[src/rtl/wb_pkg.sv]
// Shared widths, slot record and round-robin pointer arithmetic for the writeback arbiter.
// Holds no logic; imported by wb_rr_arbiter and wb_arbiter.
package wb_pkg;

  localparam int WB_DATA_W = 32;
  localparam int WB_ADDR_W = 5;

  typedef struct packed {
    logic                 valid;
    logic [WB_DATA_W-1:0] data;
    logic [WB_ADDR_W-1:0] addr;
  } wb_slot_t;

  // Wraps at n, so non-power-of-two channel counts rotate correctly.
  function automatic int unsigned rr_next(input int unsigned ptr, input int unsigned n);
    return (ptr + 32'd1 >= n) ? 32'd0 : ptr + 32'd1;
  endfunction

endpackage

[src/rtl/wb_rr_arbiter.sv]
// Combinational round-robin pick: first set request at or after rr_ptr, with wrap.
// Zero latency, no state; the pointer lives in the parent.
module wb_rr_arbiter
  import wb_pkg::*;
#(
  parameter int NUM_CH = 2,
  localparam int PTR_W = $clog2(NUM_CH)
) (
  input  logic [NUM_CH-1:0] req,
  input  logic [PTR_W-1:0]  rr_ptr,
  output logic [NUM_CH-1:0] grant,
  output logic [PTR_W-1:0]  grant_idx,
  output logic              any_grant
);

  logic [PTR_W-1:0] idx;

  always_comb begin
    grant     = '0;
    grant_idx = '0;
    any_grant = 1'b0;
    idx       = '0;
    for (int i = 0; i < NUM_CH; i++) begin
      idx = PTR_W'((int'(rr_ptr) + i) % NUM_CH);
      if (!any_grant && req[idx]) begin
        grant[idx] = 1'b1;
        grant_idx  = idx;
        any_grant  = 1'b1;
      end
    end
  end

endmodule

[src/rtl/wb_arbiter.sv]
// Merges NUM_CH one-entry writeback slots onto one registered RF write port (1 cycle slot->rf_we);
// a full, ungranted slot deasserts in_ready. WB_ARB_FWD_EN adds a combinational forwarding lookup.
module wb_arbiter
  import wb_pkg::*;
#(
  parameter int NUM_CH    = 2,
  parameter int DATA_W    = WB_DATA_W,
  parameter int ADDR_W    = WB_ADDR_W,
  parameter bit DROP_ZERO = 1'b1
) (
  input  logic                     clock,
  input  logic                     reset,
  input  logic [NUM_CH-1:0]        in_valid,
  output logic [NUM_CH-1:0]        in_ready,
  input  logic [NUM_CH*DATA_W-1:0] in_data,
  input  logic [NUM_CH*ADDR_W-1:0] in_addr,
  output logic                     rf_we,
  output logic [DATA_W-1:0]        data_in,
  output logic [ADDR_W-1:0]        write_address,
`ifdef WB_ARB_FWD_EN
  output logic                     busy,
  input  logic [ADDR_W-1:0]        fwd_addr,
  output logic                     fwd_hit,
  output logic [DATA_W-1:0]        fwd_data
`else
  output logic                     busy
`endif
);

  localparam int PTR_W = $clog2(NUM_CH);

  typedef struct packed {
    logic              valid;
    logic [DATA_W-1:0] data;
    logic [ADDR_W-1:0] addr;
  } slot_t;

  slot_t             slot_q [NUM_CH];
  slot_t             slot_d [NUM_CH];
  logic [NUM_CH-1:0] slot_v;
  logic [NUM_CH-1:0] grant;
  logic [PTR_W-1:0]  grant_idx;
  logic              any_grant;
  logic [PTR_W-1:0]  rr_ptr_q, rr_ptr_d;
  logic              rf_we_q, rf_we_d;
  logic [DATA_W-1:0] data_in_q, data_in_d;
  logic [ADDR_W-1:0] write_address_q, write_address_d;

  always_comb begin
    slot_v = '0;
    for (int i = 0; i < NUM_CH; i++) slot_v[i] = slot_q[i].valid;
  end

  wb_rr_arbiter #(.NUM_CH(NUM_CH)) u_rr (
    .req       (slot_v),
    .rr_ptr    (rr_ptr_q),
    .grant     (grant),
    .grant_idx (grant_idx),
    .any_grant (any_grant)
  );

  // A granted slot drains this edge, so it can refill in the same cycle.
  assign in_ready = ~slot_v | grant;

  always_comb begin
    for (int i = 0; i < NUM_CH; i++) begin
      slot_d[i] = slot_q[i];
      if (grant[i]) slot_d[i].valid = 1'b0;
      if (in_valid[i] && in_ready[i]) begin
        slot_d[i].data = in_data[i*DATA_W +: DATA_W];
        slot_d[i].addr = in_addr[i*ADDR_W +: ADDR_W];
        if (!(DROP_ZERO && (in_addr[i*ADDR_W +: ADDR_W] == '0))) slot_d[i].valid = 1'b1;
      end
    end
  end

  always_comb begin
    rf_we_d         = any_grant;
    data_in_d       = data_in_q;
    write_address_d = write_address_q;
    rr_ptr_d        = rr_ptr_q;
    if (any_grant) begin
      data_in_d       = slot_q[grant_idx].data;
      write_address_d = slot_q[grant_idx].addr;
      rr_ptr_d        = PTR_W'(rr_next(32'(grant_idx), NUM_CH));
    end
  end

  always_ff @(posedge clock) begin
    if (!reset) begin
      for (int i = 0; i < NUM_CH; i++) slot_q[i] <= '0;
      rr_ptr_q        <= '0;
      rf_we_q         <= 1'b0;
      data_in_q       <= '0;
      write_address_q <= '0;
    end else begin
      for (int i = 0; i < NUM_CH; i++) slot_q[i] <= slot_d[i];
      rr_ptr_q        <= rr_ptr_d;
      rf_we_q         <= rf_we_d;
      data_in_q       <= data_in_d;
      write_address_q <= write_address_d;
    end
  end

  assign rf_we         = rf_we_q;
  assign data_in       = data_in_q;
  assign write_address = write_address_q;
  assign busy          = (|slot_v) | rf_we_q;

`ifdef WB_ARB_FWD_EN
  // Pending slots are younger than the output stage; descending scan lets the lowest index win.
  always_comb begin
    fwd_hit  = 1'b0;
    fwd_data = '0;
    if (fwd_addr != '0) begin
      for (int i = NUM_CH - 1; i >= 0; i--) begin
        if (slot_q[i].valid && (slot_q[i].addr == fwd_addr)) begin
          fwd_hit  = 1'b1;
          fwd_data = slot_q[i].data;
        end
      end
      if (!fwd_hit && rf_we_q && (write_address_q == fwd_addr)) begin
        fwd_hit  = 1'b1;
        fwd_data = data_in_q;
      end
    end
  end
`endif

endmodule

[config.mk]
export PLATFORM = sky130hd
export DESIGN_NAME = wb_arbiter
export DESIGN_NICKNAME = d
export VERILOG_FILES = /design/src/rtl/wb_pkg.sv /design/src/rtl/wb_rr_arbiter.sv /design/src/rtl/wb_arbiter.sv
export SDC_FILE = /design/constraint.sdc
export NUM_CORES = 1
export LEC_CHECK = 0
export ABC_AREA = 1
export BUFFER_PORTS_ARGS = -buffer_cell sky130_fd_sc_hd__buf_2
export CAP_MARGIN = 20
export CORE_AREA = 2 2 111 113
export DETAILED_ROUTE_END_ITERATION = 10
export DIE_AREA = 0 0 113 115
export SYNTH_ARGS = -nofsm -noshare
export SYNTH_HDL_FRONTEND = slang
export SYNTH_HIERARCHICAL = 1
export SYNTH_SLANG_ARGS = --single-unit
export TNS_END_PERCENT = 50
[constraint.sdc]
create_clock -name clock -period 1.3 [get_ports clock]
set_input_delay 0.26 -clock clock [delete_from_list [all_inputs] [get_ports clock]]
set_output_delay 0.26 -clock clock [all_outputs]
set_load 0.005 [all_outputs]
==> reports/qor.yml, run 1 <==
seq_area_sq_um: 2310
cts_sinks: 115
min_period_over_period_pct: 118
criticalPathCategory: "reg -> out"
ioPinCount: 119
grt_first_pass_wirelength_um: 21400
drtPass1Iterations: 8
dpl.cell_count: 814
synth.area.top_cells: "dfxtp_1, nor2_1, o21ai_2, nand2_1, o21ai_0"
avgRoutedWirePerCell_um: 16.8
htreeDepth: 4
synth_cell_types: 23
reg2regPathDepth: 11
final_area_sq_um: 7010
synth_fp_nets: 645
drc: 7
clock_latency_ns: 0.41
globalRouteTotalUtil_pct: 21.2
place_area_sq_um: 5330
yosysSeqAreaShare_pct: 50.1
r2r_setup_slack_ns: -0.20
period_needed_ns: 1.53
vias: 4472
fin_skew_ns: 0.00794
grt_remaining_overflow: 0
yosysTopAreaCell: "dfxtp_1"
fin_cells: 875
cts_tree: "done"
yosysWarnings: 6
p_leak_uw: 0.00302
grt_pass1_vias: 4216
status: "complete, but fails checks"
total_power_uw: 11400
initial_core_util_pct: 38.9
worst_slew_pin_slew_ns: 0.406
hold_depth: 3
async_flop_share_pct: 0
clk_path_buf_depth: 2
synthMostInstantiatedCell: "nor2_1"
dp_hpwl_um: 8030
cts_buffers: 17
rr_endpoint: "slot_q[1][24]$_SDFFE_PN0P_"
clk_pin_slew_ns: 0.05
powerDensity_nw_per_um2: 1630
nFillCells: 1021
yosys-top-cells-count: "nor2_1, dfxtp_1, nand2_1"
cp_data_required_time_ns: 1.04
n_antenna_cell: 0
drt_iter0_markers: 292
startpoint_type: "flip-flop"
hp-class: "in -> reg"
gp_congestion: 0.774
drive_above_1_share_pct: 47.7
synth-edff-count: 0
core_region_area_sq_um: 11800
rr_startpoint: "slot_q[0][37]$_SDFF_PN0_"
setup_viol: 115
final_max_slew_viol_count: 0
clock.fmax_mhz: 654
min_from: "in_data[2]"
die-area_sq_um: 13000
utilization_pct: 59.4
crit_arrival_ns: 1.27
die_x_um: 113
rows: 40
drt-total-wl_um: 14700
synth_top_area_share_pct: 50.1
nNetsFinal: 793
grt_setup_unrepaired: "yes"
path_max_fanout: 3
setup.worst_path.end_class: "output pin"
peakVddDrop_v: 0.000828
area_growth_pct: 52.5
synthFlopType: "dfxtp_1"
hold-path-endpoint: "slot_q[0][7]$_SDFFE_PN0P_"
die_h_um: 115
ys_ff_latch: 115
postLayoutSetupSlackWorst_ns: -0.229
multiInputGateArea_sq_um: 2260
syn_inst: 567
vias_per_cell: 5.11
violations: "DRC, setup timing"
cts_root_buffer: "clkbuf_16"
grt_max_degree: 50
avgSynthCellArea_sq_um: 8.11
max-cap-violations: 0
max_slew_margin_pct: 73.0
ant_nets: 0
portBuffers: 118
synth_area_sq_um: 4600
hold_viol: 0
antenna_found_initial: 0
[cell type report]
class,count,area share (%)
Sequential cell,115,32.9
Multi-Input combinational cell,398,32.3
Timing Repair Buffer,167,21.2
Clock buffer,23,6.96
Tap cell,147,2.62
Clock inverter,9,1.80
Inverter,13,1.39
Timing Repair inverter,3,0.874
[placed cells by master, fill, tap and decap left out, types with 10 or more instances in the layout]
| cell | count |
|---|---|
| o21ai_2 | 51 |
| o21ai_0 | 29 |
| dfxtp_1 | 112 |
| buf_6 | 10 |
| nand2_2 | 33 |
| nor2_2 | 37 |
| buf_12 | 11 |
| buf_4 | 10 |
| nand2_1 | 49 |
| buf_2 | 115 |
| clkbuf_16 | 25 |
| nor2_1 | 114 |
| o21ai_1 | 26 |
| a31oi_1 | 37 |
[state kept, by name, indices dropped and copies added, names as in the netlist]
signal and cells:
slot_q 76, rr_ptr_q 1, rf_we 1, data_in 32
write_address 5
[power by group]
| group | switching [uW] | internal [uW] | leakage, uW | total (uW) |
|---|---|---|---|---|
| sequential | 261 | 3960 | 0.000955 | 4220 |
| clock | 1610 | 3210 | 0.000303 | 4810 |
| combinational | 1250 | 1150 | 0.00177 | 2400 |
| total | 3120 | 8310 | 0.00302 | 11400 |
[logic make-up after synthesis]
| logic type | Yosys count | synth area share [%] |
|---|---|---|
| AOI/OAI and AO/OA | 152 | 20.8 |
| buffers and inverters | 54 | 8.02 |
| and+or+nand+nor | 246 | 21.1 |
| DFF | 115 | 50.1 |
[worst max-delay path by stage]
stage / start / endpoint / cells after the start
finish: slot_q[0][37]$_SDFF_PN0_ / in_ready[1] / 7
floorplan: slot_q[0][37]$_SDFF_PN0_ / slot_q[1][14]$_SDFFE_PN0P_ / 10
global placement: slot_q[0][37]$_SDFF_PN0_ / slot_q[0][12]$_SDFFE_PN0P_ / 8
global route: slot_q[0][37]$_SDFF_PN0_ / slot_q[1][24]$_SDFFE_PN0P_ / 11
CTS: slot_q[0][37]$_SDFF_PN0_ / busy / 3
detailed placement: slot_q[0][37]$_SDFF_PN0_ / slot_q[0][32]$_SDFFE_PN0P_ / 8
[metrics by stage]
| stage | setup WS (ns) | hold slack [ns] | setup TNS (ns) |
|---|---|---|---|
| finish | -0.229 | 0.0784 | -15.60 |
| global route | -0.294 | 0.0843 | -22.77 |
| CTS | -0.268 | 0.0670 | -9.99 |
| detailed placement | -0.113 | 0.461 | -5.99 |
| global placement | -0.0481 | 0.456 | -1.74 |
| floorplan | 0.0543 | 0.394 | 0 |
[worst max-delay path: stages, from the launching register on]
cell and delay [ns]:
dfxtp_2 0.34, inv_2 0.06, nor2_4 0.09, nor2_2 0.05, inv_2 0.05, nand2_2 0.05, buf_6 0.12, buf_6 0.10
[routing by layer]
layer | global-route usage, % | vias to the layer above | share of wire [%]
met1 | 27.2 | 2143 | 42
met4 | 7.48 | 0 | 0.95
met3 | 4.53 | 9 | 5.5
met5 | 0 | - | 0
met2 | 35.6 | 146 | 51
li1 | - | 2174 | -
[timing repair]
item                                    CTS  global route
pin swaps                                 6            21
endpoints found under the setup margin  114           115
cloned                                    8            11
hold buffers                              0             0
gates resized for setup                  78           105
setup buffers                             9             1
No activity file was read; power rests on OpenSTA's default activity.
==> inputs of run 2 (changes only) <==
--- a/config.mk
+++ b/config.mk
@@ -15,4 +15,4 @@
 export SYNTH_HDL_FRONTEND = slang
 export SYNTH_HIERARCHICAL = 1
 export SYNTH_SLANG_ARGS = --single-unit
-export TNS_END_PERCENT = 50
+export TNS_END_PERCENT = 100
==> run 2 against run 1 <==
- the run still ends with DRC, setup timing left
- global-route usage is 3.4 points higher
- largest cell class is now multi-input combinational cells
- worst setup slack worse by 0.068 ns
- hold slack better by 0.0039 ns
- clock power hardly changed
==> reports/qor.yml, run 2 (synthesis gave the netlist of run 1 again) <==
busiest_layer: "met2"
grt_first_pass_wirelength_um: 24400
initial_core_util_pct: 38.9
status: "complete, but fails checks"
layout_commonest_cell: "buf_2"
grt_max_degree: 50
grt_setup_unrepaired: "yes"
die_x_um: 113
rows: 40
grt_remaining_overflow: 0
fin_skew_ns: 0.00707
ioPinCount: 119
htreeDepth: 4
n_antenna_cell: 0
drt_iter0_markers: 249
peakVddDrop_v: 0.000883
portBuffers: 118
dp_hpwl_um: 8030
drtPass1Iterations: 8
clock_latency_ns: 0.40
globalRouteTotalUtil_pct: 24.6
setup_viol: 116
vias_per_cell: 5.22
r2r_setup_slack_ns: -0.30
violations: "DRC, setup timing"
layout_common_cells: "buf_2, dfxtp_1, nor2_1"
total_power_uw: 12200
use_met2_pct: 42.4
largest_reg_flops: 76
ant_nets: 0
cts_tree: "done"
period_needed_ns: 1.60
gp_congestion: 0.774
die_h_um: 115
fin_cells: 890
nFillCells: 956
final_area_sq_um: 7530
drt-total-wl_um: 16500
setup.worst_path.end_class: "flip-flop"
nNetsFinal: 808
criticalPathCategory: "reg -> reg"
antenna_found_initial: 0
met3_usage_pct: 5.43
place_area_sq_um: 5330
grt.met1_usage_pct: 30.5
cts_sinks: 115
final_max_slew_viol_count: 0
rr_startpoint: "slot_q[0][37]$_SDFF_PN0_"
cp_data_required_time_ns: 1.58
max-cap-violations: 0
clk_path_buf_depth: 2
postLayoutSetupSlackWorst_ns: -0.297
clk_pin_slew_ns: 0.05
max_slew_margin_pct: 64.2
p_leak_uw: 0.00320
min_from: "in_data[2]"
drive_above_1_share_pct: 53.6
die-area_sq_um: 13000
clock.fmax_mhz: 626
worst_slew_pin_slew_ns: 0.536
vias: 4649
min_period_over_period_pct: 123
area_growth_pct: 63.7
dpl.cell_count: 814
hold_viol: 0
powerDensity_nw_per_um2: 1620
drc: 7
startpoint_type: "flip-flop"
cts_root_buffer: "clkbuf_16"
hp-class: "in -> reg"
cts_buffers: 17
worstSetupStartpoint: "slot_q[0][37]$_SDFF_PN0_"
avgRoutedWirePerCell_um: 18.6
regMostFlops: "slot_q"
crit_arrival_ns: 1.88
path_max_fanout: 6
core_region_area_sq_um: 11800
grt_pass1_vias: 4600
==> run 2: cell types whose count changed in the layout (fill, tap and decap cells not counted), moves of 7 or more <==
cell       previous run  this run
buf_16                7        15
o21ai_2              51        76
clkbuf_16            25        17
a31oi_1              37        30
o21ai_0              29         6
==> run 2: area by class of cell <==
type | count | area, sq um | share of cell area, %
Sequential cell | 115 | 2310 | 30.6
Multi-Input combinational cell | 399 | 2560 | 34.0
Timing Repair Buffer | 178 | 1660 | 22.0
Tap cell | 147 | 184 | 2.44
Inverter | 13 | 106 | 1.41
Clock buffer | 23 | 488 | 6.48
Timing Repair inverter | 6 | 98.8 | 1.31
Clock inverter | 9 | 126 | 1.68
==> run 2: worst paths after layout <==
| kind | end | cells past startpoint |
|---|---|---|
| worst max-delay path | data_in[30]$_SDFFE_PN0P_ | 10 |
| worst min-delay path | slot_q[0][7]$_SDFFE_PN0P_ | 3 |
| worst max register to register | data_in[30]$_SDFFE_PN0P_ | 10 |
| worst min register to register | write_address[0]$_SDFFE_PN0P_ | 2 |
==> run 2: stage by stage <==
stage	utilization (%)	setup WS, ns	hold WS [ns]	TNS [ns]
final	63.7	-0.297	0.0823	-20.46
after floorplan	-	0.0543	0.394	0
after global placement	45.1	-0.0481	0.456	-1.74
after global routing	63.7	-0.347	0.0816	-27.79
after detailed placement	45.1	-0.113	0.461	-5.99
after CTS	60.1	-0.268	0.0670	-15.56
==> run 2: power by group <==
| group | total (uW) | internal [uW] | switching (uW) |
|---|---|---|---|
| clock | 4830 | 3210 | 1620 |
| sequential | 4270 | 3960 | 319 |
| combinational | 3070 | 1520 | 1560 |
==> run 2: what timing repair did <==
item | 4_1_cts | 5_1_grt
setup endpoints to repair | 114 | 116
pin swaps | 53 | 18
cloned | 20 | 5
hold buffers | 0 | 0
gates resized for setup | 184 | 82
buffers inserted | 19 | 3
==> run 2: worst max-delay path: stages, from the launching register on <==
cell and delay (ns):
dfxtp_2 0.33, inv_2 0.09, nor2_4 0.04, buf_4 0.14
buf_6 0.11, nor2_4 0.23, inv_6 0.11, buf_12 0.15
buf_16 0.13, nand2_1 0.06, a31oi_1 0.09
==> run 2: metal layers <==
layer  vias up  wire length, um
met4         0              295
li1       2216                -
met1      2233             6900
met2       171             8360
met5         -                0
met3        29              955
